## src/rtl/stopwatch_pkg.sv

```systemverilog
// stopwatch_pkg: shared state encoding, BCD constants and BCD conversion helper
package stopwatch_pkg;
  typedef enum logic [1:0] {RUN = 2'd0, PAUSE = 2'd1, ADJUST = 2'd2} state_t;
  localparam int BCD_W = 4;
  localparam logic [BCD_W-1:0] BLANK_DIGIT = 4'hF;
  function automatic logic [2*BCD_W-1:0] to_bcd2(input int v);
    return {4'(v / 10), 4'(v % 10)};
  endfunction
endpackage

```

## src/rtl/stopwatch_core_if.sv

```systemverilog
// stopwatch_core_if: tick/control inputs and BCD digit/status outputs of the stopwatch
interface stopwatch_core_if;
  logic       tick_1hz, tick_2hz, tick_4hz, pause_p, adj, sel;
  logic [3:0] digit3, digit2, digit1, digit0;
  logic       running, adjusting;
  modport master (output tick_1hz, tick_2hz, tick_4hz, pause_p, adj, sel,
                  input digit3, digit2, digit1, digit0, running, adjusting);
  modport slave  (input tick_1hz, tick_2hz, tick_4hz, pause_p, adj, sel,
                  output digit3, digit2, digit1, digit0, running, adjusting);
endinterface

```

## src/rtl/stopwatch_core_bcd2_counter.sv

```systemverilog
// bcd2_counter: two-digit BCD counter wrapping to 00 after MAX, wrap pulses on inc at MAX
module bcd2_counter
  import stopwatch_pkg::*;
#(
  parameter int MAX = 59
) (
  input  logic             clk,
  input  logic             clr,
  input  logic             inc,
  output logic [BCD_W-1:0] tens_o,
  output logic [BCD_W-1:0] ones_o,
  output logic             wrap_o
);
  localparam logic [2*BCD_W-1:0] MAX_BCD = to_bcd2(MAX);
  logic [BCD_W-1:0] tens_q, tens_d, ones_q, ones_d;
  logic at_max;
  assign at_max = {tens_q, ones_q} == MAX_BCD;
  assign wrap_o = inc & at_max;
  // ones roll 9->0 carrying into tens; whole field returns to 00 past MAX
  always_comb begin
    ones_d = (clr | (inc & (at_max | ones_q == 4'd9))) ? '0 : ones_q + 4'(inc);
    tens_d = (clr | (inc & at_max)) ? '0 : tens_q + 4'(inc & (ones_q == 4'd9));
  end
  // digit registers
  always_ff @(posedge clk) begin
    tens_q <= tens_d;
    ones_q <= ones_d;
  end
  assign tens_o = tens_q;
  assign ones_o = ones_q;
endmodule

```

## src/rtl/stopwatch_core.sv

```systemverilog
// stopwatch_core: MM:SS stopwatch with run/pause/adjust; STOPWATCH_BLINK_EN enables adjust-field blinking
module stopwatch_core
  import stopwatch_pkg::*;
#(
  parameter int MIN_MAX = 59,
  parameter int SEC_MAX = 59
) (
  input logic              clk,
  input logic              rst,
  stopwatch_core_if.slave  bus
);
  state_t state_q, state_d;
  logic paused_q, paused_d;
  logic run_tick, adj_tick, sec_inc, min_inc, sec_wrap, unused_min_wrap;
  logic blank_min, blank_sec;
  logic [BCD_W-1:0] min_t, min_o, sec_t, sec_o;
  assign run_tick = (state_q == RUN) & bus.tick_1hz;
  assign adj_tick = (state_q == ADJUST) & bus.tick_2hz;
  assign sec_inc  = run_tick | (adj_tick & bus.sel);
  assign min_inc  = (run_tick & sec_wrap) | (adj_tick & ~bus.sel);
  bcd2_counter #(.MAX(SEC_MAX)) u_sec (
    .clk(clk), .clr(rst), .inc(sec_inc), .tens_o(sec_t), .ones_o(sec_o), .wrap_o(sec_wrap)
  );
  bcd2_counter #(.MAX(MIN_MAX)) u_min (
    .clk(clk), .clr(rst), .inc(min_inc), .tens_o(min_t), .ones_o(min_o), .wrap_o(unused_min_wrap)
  );
  // paused flag toggles on every pause_p; outside ADJUST it alone picks RUN vs PAUSE
  always_comb begin
    paused_d = rst ? 1'b0 : paused_q ^ bus.pause_p;
    state_d  = rst ? RUN : bus.adj ? ADJUST : paused_d ? PAUSE : RUN;
  end
  // state and paused flag registers
  always_ff @(posedge clk) begin
    state_q  <= state_d;
    paused_q <= paused_d;
  end
`ifdef STOPWATCH_BLINK_EN
  logic blink_q, blink_d;
  // phase is held at 0 outside ADJUST so every ADJUST entry starts unblanked
  always_comb blink_d = (rst | state_q != ADJUST) ? 1'b0 : blink_q ^ bus.tick_4hz;
  // blink phase register
  always_ff @(posedge clk) blink_q <= blink_d;
  assign blank_min = (state_q == ADJUST) & blink_q & ~bus.sel;
  assign blank_sec = (state_q == ADJUST) & blink_q & bus.sel;
`else
  assign blank_min = 1'b0;
  assign blank_sec = 1'b0;
`endif
  assign bus.digit3    = blank_min ? BLANK_DIGIT : min_t;
  assign bus.digit2    = blank_min ? BLANK_DIGIT : min_o;
  assign bus.digit1    = blank_sec ? BLANK_DIGIT : sec_t;
  assign bus.digit0    = blank_sec ? BLANK_DIGIT : sec_o;
  assign bus.running   = state_q == RUN;
  assign bus.adjusting = state_q == ADJUST;
endmodule

```

## src/flat_wrapper.sv

```systemverilog
// flat-port wrapper written by rule: the top's interface ports become plain ports
module stopwatch_core_flat import stopwatch_pkg::*;
#(
  parameter int MIN_MAX = 59,
  parameter int SEC_MAX = 59
)
  (clk, rst, bus_tick_1hz, bus_tick_2hz, bus_tick_4hz, bus_pause_p, bus_adj, bus_sel, bus_digit3, bus_digit2, bus_digit1, bus_digit0, bus_running, bus_adjusting);
  stopwatch_core_if bus_i ();
  input logic clk;
  input logic rst;
  input wire logic [$bits(bus_i.tick_1hz)-1:0] bus_tick_1hz;
  input wire logic [$bits(bus_i.tick_2hz)-1:0] bus_tick_2hz;
  input wire logic [$bits(bus_i.tick_4hz)-1:0] bus_tick_4hz;
  input wire logic [$bits(bus_i.pause_p)-1:0] bus_pause_p;
  input wire logic [$bits(bus_i.adj)-1:0] bus_adj;
  input wire logic [$bits(bus_i.sel)-1:0] bus_sel;
  output wire logic [$bits(bus_i.digit3)-1:0] bus_digit3;
  output wire logic [$bits(bus_i.digit2)-1:0] bus_digit2;
  output wire logic [$bits(bus_i.digit1)-1:0] bus_digit1;
  output wire logic [$bits(bus_i.digit0)-1:0] bus_digit0;
  output wire logic [$bits(bus_i.running)-1:0] bus_running;
  output wire logic [$bits(bus_i.adjusting)-1:0] bus_adjusting;
  assign bus_i.tick_1hz = bus_tick_1hz;
  assign bus_i.tick_2hz = bus_tick_2hz;
  assign bus_i.tick_4hz = bus_tick_4hz;
  assign bus_i.pause_p = bus_pause_p;
  assign bus_i.adj = bus_adj;
  assign bus_i.sel = bus_sel;
  assign bus_digit3 = bus_i.digit3;
  assign bus_digit2 = bus_i.digit2;
  assign bus_digit1 = bus_i.digit1;
  assign bus_digit0 = bus_i.digit0;
  assign bus_running = bus_i.running;
  assign bus_adjusting = bus_i.adjusting;
  stopwatch_core #(.MIN_MAX(MIN_MAX), .SEC_MAX(SEC_MAX)) u_core (.clk(clk), .rst(rst), .bus(bus_i));
endmodule
```

## config.mk

```make
export PLATFORM = sky130hd
export DESIGN_NAME = stopwatch_core_flat
export DESIGN_NICKNAME = d
export VERILOG_FILES = /design/src/rtl/stopwatch_pkg.sv /design/src/rtl/stopwatch_core_if.sv /design/src/rtl/stopwatch_core_bcd2_counter.sv /design/src/rtl/stopwatch_core.sv /design/src/flat_wrapper.sv
export SDC_FILE = /design/constraint.sdc
export NUM_CORES = 1
export LEC_CHECK = 0
export CORE_MARGIN = 1.5
export CORE_UTILIZATION = 40
export CTS_CLUSTER_SIZE = 40
export DETAILED_ROUTE_END_ITERATION = 6
export HOLD_SLACK_MARGIN = 0.1
export PLACE_DENSITY = 0.72
export SLEW_MARGIN = 20
export SYNTH_ARGS = -nofsm -noshare
export SYNTH_HDL_FRONTEND = slang
export SYNTH_SLANG_ARGS = --single-unit
```

## constraint.sdc

```tcl
create_clock -name clk -period 2.2 [get_ports clk]
set_input_delay 0.66 -clock clk [delete_from_list [all_inputs] [get_ports clk]]
set_output_delay 0.66 -clock clk [all_outputs]
set_load 0.02 [all_outputs]
```

==> flow_summary.yaml <==
critical_path:
  reg2reg_slack_ns: 0.32
  crit_path_max_incr_delay_ns: 0.60
  worst-path-max-fanout: 7
  r2r-start: "u_core.state_q[0]"
  path_class: "register to output port"
  critical_path.endpoint_type: "output port"
  critical-path-top-delay-family: "buffers and inverters"
  timing.critical_path.depth: 2
  rr_worst_depth: 7
  bufs_and_invs_on_worst_path: 1
  critPathCapture: "bus_adjusting"
  worstSetupStartpointType: "register"
  timing.rr.end: "u_core.u_min.tens_o[2]"
  setup.worst_path.start: "u_core.state_q[0]"
  timing.critical_path.cells: "nor2b_1 -> clkdlybuf4s50_1"
  cpMaxStageDelayCell: "sky130_fd_sc_hd__clkdlybuf4s50_1"
  critical_path_rt_ns: 1.54
  timing.critical_path.arrival_ns: 1.41
placed_design:
  portBuffers: 24
  place.gp.congestion: 0.744
  dp.final_hpwl_microns: 1240
die:
  die_h_microns: 49.6
  pin_count: 26
  die_area_sq_um: 2460
  effective_utilization_at_floorplan: 0.434
  fp-row-count: 16
  core_area_sq_um: 2000
  chipWidth_microns: 49.6
pwr:
  power.total_uw: 605
  leakage_uw: 0.000475
  p_per_area_nw_per_um2: 485
  ir_worst_vdd_uv: 388
synthesis:
  synth_commonest_cells: "sky130_fd_sc_hd__dfxtp_1 (19), sky130_fd_sc_hd__ha_1 (8)"
  synth_top_cell_area_share: 0.438
  syn_avg_cell_area_sq_um: 10.7
  yosysUniqueCellTypes: 20
  ys_dominant_reg_cell: "sky130_fd_sc_hd__dfxtp_1"
  synth-async-reset-ratio: 0
  synthCells: 81
  synthTopCellsByArea: "sky130_fd_sc_hd__dfxtp_1 (44%), sky130_fd_sc_hd__ha_1 (12%), sky130_fd_sc_hd__xnor2_1 (5.0%)"
  netlist_area_sq_um: 868
  yosys_register_bits: 19
  yosysMostFrequentCell: "sky130_fd_sc_hd__dfxtp_1"
  synth_edf_count: 0
  seq_area_frac_synth: 0.438
  synth_nets: 97
  ys.warnings.count: 0
  yosys.area.top_type: "sky130_fd_sc_hd__dfxtp_1"
timing:
  slew_viol_final: 0
  slew_at_the_pin_closest_to_its_max_slew_limit_ns: 0.400
  finalClockSkew_ns: 0.00405
  achievable-frequency_mhz: 482
  layout_worst_path_cycle_share: 0.943
  final.min_clock_period_ns: 2.07
  max_slew_margin: 0.732
  setup_repair_after_global_routing_missed_its_margin: "false"
  setup_violations: 0
  timing_hold_violations_final: 0
  totalNegativeSetupSlack_ns: 0
flow_run:
  cap_violations: 0
final_layout:
  post_route_cells_drive_above_1_share: 0.164
  layout-area-overhead-vs-synth_pct: 43.7
  num-nets-final: 133
  insertedDiodeCount: 0
routing:
  drt_first_iter_violations: 3
  postRouteWirelength_microns: 1610
  final_antenna_net_count: 0
  wire_per_inst_microns: 11.3
  drt_first_pass_iters: 3
  post-route-drc-count: 0
  num_vias: 711
  viasPerCell: 4.97
grt:
  grt_start_max_net_pins: 11
  groute.usage.overall: 0.155
  grt_antenna_before_repair: 0
  first_global_vias: 681
  grt_first_pass_wirelength_microns: 2940
  grt_overflow: 0
clock_network:
  cts-root-buf: "sky130_fd_sc_hd__clkbuf_4"
  cts_buffer_depth: 2
  cts-buffers-inserted: 3
  cts_hold_buf: 0
  insertion_delay_ns: 0.29
  cts_max_level: 1
  register_clock_pin_slew_on_the_reported_worst_setup_and_hold_paths_ns: 0.10
  cts.sink_count: 19
  tritoncts: "built"
worst_hold_path:
  worst_hold_path_type: "register to register"
run_status:
  status: "completed"
## cells in the final DEF, fill, tap and decap left out, drive strengths merged
cell and count:
clkdlybuf4s50 21, dfxtp 19, buf 9, ha 8
nand2b 5, nand3 5, a21oi 5, xnor2 5
nor3 5, a211oi 4, xor2 4, nor3b 4
clkbuf 4, nor2 3, dlygate4sd2 3, nand4bb 2
nor4bb 2, and2 2, nor2b 2, or3b 1
or4bb 1, o31ai 1, a2111oi 1
## worst reg2reg max path: stages (launching register included)
cell,delay [ns]
sky130_fd_sc_hd__dfxtp_1,0.40
sky130_fd_sc_hd__or3b_4,0.41
sky130_fd_sc_hd__o31ai_4,0.26
sky130_fd_sc_hd__and2_1,0.19
sky130_fd_sc_hd__ha_2,0.20
sky130_fd_sc_hd__ha_4,0.13
sky130_fd_sc_hd__xnor2_1,0.05
sky130_fd_sc_hd__a211oi_1,0.16
## routing by layer
metal  track usage  vias to the layer above  routed length [microns]
met3        0.0273                        2                       30
met5             0                        -                        0
met1         0.195                      331                      783
met4        0.0972                        0                       27
li1              -                      367                        -
met2         0.244                       11                      771
## where the power goes
group	switching (uW)	internal, uW
sequential	9.64	353
combinational	30.9	40.9
clock	99.7	70.4
## worst min path at each step
| stage | slack [ns] | cells past startpoint | endpoint | start |
|---|---|---|---|---|
| floorplan | 0.47 | 2 | u_core.paused_q | u_core.paused_q |
| global route | 0.56 | 2 | u_core.paused_q | u_core.paused_q |
| CTS | 0.52 | 2 | u_core.paused_q | u_core.paused_q |
| detailed placement | 0.50 | 2 | u_core.paused_q | u_core.paused_q |
| finish | 0.51 | 2 | u_core.paused_q | u_core.paused_q |
| global placement | 0.49 | 2 | u_core.paused_q | u_core.paused_q |
## sequential cells by signal, summed over array words and instances (netlist names)
signal / count
u_core.u_min.ones_o: 4
u_core.u_min.tens_o: 4
u_core.u_sec.ones_o: 4
u_core.u_sec.tens_o: 4
u_core.state_q: 2
u_core.paused_q: 1
## final cells by class
type,count,area (sq um)
tap,27,33.8
timing repair buffer,33,304
sequential,19,382
clock buffer,4,26.3
fill,179,754
multi-input combinational,60,502
## through the flow
| step | utilization | area [sq um] | cells | hold slack, ns | setup slack, ns |
|---|---|---|---|---|---|
| 6_report | 0.623 | 1250 | 143 | 0.513 | 0.125 |
| 5_1_grt | 0.623 | 1250 | 143 | 0.565 | 0.0253 |
| 4_1_cts | 0.623 | 1250 | 143 | 0.524 | 0.0528 |
| 3_5_place_dp | 0.597 | 1190 | 138 | 0.496 | -0.520 |
| 3_3_place_gp | 0.597 | 1190 | 138 | 0.489 | -0.458 |
| 2_1_floorplan | - | 868 | 81 | 0.471 | 0.0623 |
## cell families after synthesis
kind of cell             count (synthesis)  share of synthesized area
buffers and inverters                    2                    0.00865
XOR/XNOR                                 9                     0.0908
AO/OA/AOI/OAI                           11                      0.105
flip-flops                              19                      0.438
AND/OR/NAND/NOR                         32                      0.242
adder cells (fa/ha/maj)                  8                      0.115
## repair_timing
item	in CTS	in global routing
setup buffers	1	0
pin swaps	3	1
setup endpoints to repair	6	2
gates resized for setup	8	1
Note: power is estimated with default switching activity, not from simulation.
==> RTL change (same flow settings) <==
Re-encode `state_t` (3 states) as one-hot, 3 bits wide.
--- a/src/rtl/stopwatch_pkg.sv
+++ b/src/rtl/stopwatch_pkg.sv
@@ -1,6 +1,6 @@
 // stopwatch_pkg: shared state encoding, BCD constants and BCD conversion helper
 package stopwatch_pkg;
-  typedef enum logic [1:0] {RUN = 2'd0, PAUSE = 2'd1, ADJUST = 2'd2} state_t;
+  typedef enum logic [2:0] {RUN = 3'b001, PAUSE = 3'b010, ADJUST = 3'b100} state_t;
   localparam int BCD_W = 4;
   localparam logic [BCD_W-1:0] BLANK_DIGIT = 4'hF;
   function automatic logic [2*BCD_W-1:0] to_bcd2(input int v);
Formal check against the unedited RTL: no difference found for any inputs over 10 cycles, from zero or initial values and one cycle with rst high; not proved beyond that.
==> RTL change against the unedited design <==
Synthesized area is 6.6% higher; design area stayed put; worst setup slack improved by 0.055 ns; clock power fell by 4%; total power increased by 2.0%; wire length shrank 1.3%; critical path depth down 1; global-route usage shrank 1.2 points; sequential cell count is 1 higher; critical path type unchanged; critical endpoint is now bus_digit2[3]; highest routed layer unchanged.
==> RTL change: results (changes against the unedited design) <==
grt met2 use -> 24.68% (+0.23 points)
Hold Startpoint -> u_core.u_sec.ones_o[3]
crit path DAT -> 1.36 ns (-0.05 ns)
DP Wirelength -> 1283 µm (+3.2%)
GP Congestion -> 0.7166 (-3.6%)
sequential share of the synthesized area -> 43.24% (-0.56 points)
grt met3 use -> 3.801% (+1.1 points)
status -> finished, final reports clean
drt pass-1 iters -> 3 (unchanged)
top post-synthesis cells by count -> dfxtp_1, ha_1, nor2_1
Worst Tran Pin Value -> 0.5534 ns (+0.1537 ns)
synth top area cells -> dfxtp_1, ha_1, xnor2_1
Fillers -> 210 (+17%)
delay-heaviest family, CP -> buffers and inverters
Post-Place Setup Slack -> -0.03039 ns (+0.4898 ns)
LEAKAGE -> 0.5008 nW (+5.5%)
Worst Skew -> 0.004813 ns (+0.0007644 ns)
nets@finish -> 130 (-2.3%)
number of vias per cell -> 4.993 (+0.42%)
max incr delay on CP -> 0.64 ns (+0.04 ns)
Crit. Startpoint -> u_core.u_min.ones_o[3]
VDD IR max -> 0.3493 mV (-10%)
largest net degree at the start of global routing -> 16 (+5)
met2 wire len -> 770 µm (-0.13%)
# Post-CTS Setup Buffers -> 0 (-1)
WL met3 -> 87 µm (+190%)
Routed wire per std cell -> 11.37 µm (+0.81%)
layout cell share with drive strength beyond 1 -> 14.29% (-2.1 points)
wire length on met1 -> 718 µm (-8.3%)
Final Non-Filler Cells -> 140 (-2.1%)
Crit Path Max Fanout -> 3 (-4)
area share of the largest cell type after synthesis -> 43.24% (-0.56 points)
Reg-to-Reg Start -> u_core.u_sec.ones_o[1]
1st-iter DRT viols -> 4 (+1)
FF-to-FF path depth -> 6 (-1)
All-Layer GR Usage -> 14.32% (-1.2 points)
Hold WS -> 0.5518 ns (+0.03869 ns)
synth unique cells -> 25 (+25%)
RR Endpoint -> u_core.u_min.tens_o[1]
fin worst setup slack -> 0.1803 ns (+0.05531 ns)
GRT met1 Usage -> 16.88% (-2.6 points)
CTS resizes -> 2 (-6)
syn_area_per_cell -> 11.29 µm² (+5.3%)
DP Area -> 1227 µm² (+2.7%)
Reg2Reg Setup Slack -> 0.49 ns (+0.17 ns)
## RTL change: changes by cell type in the layout (fill, tap and decap cells not counted), moves of 3 or more
cell,change
nand2b_1,-5
a211oi_1,-4
a21oi_1,-3
nor2_1,+4
and2_1,+4
buf_4,-5
## RTL change: kinds of logic (layout without fill, tap and decap cells)
logic type      after synthesis  count (layout)  share of synthesized area (%)
buf+inv                       1              31                         0.4050
simple gates                 37              37                          31.08
compound gates                7               7                          5.946
fa+ha+maj                     8               8                          10.81
xor+xnor                      9               9                          8.513
flops                        20              20                          43.24
## RTL change: final cells by class
class                           instances  share of cell area [%]
Sequential cell                        20                   32.10
Clock buffer                            3                   1.805
Timing Repair Buffer                   28                   21.46
Tap cell                               28                   2.808
Multi-Input combinational cell         61                   41.83
## RTL change: power by group
group          total, mW  internal (mW)  leakage [nW]  switching, mW
Combinational     0.0718         0.0388         0.325         0.0330
Clock              0.164         0.0637        0.0138          0.100
Sequential         0.381          0.372         0.162        0.00944
Total              0.617          0.474         0.501          0.143
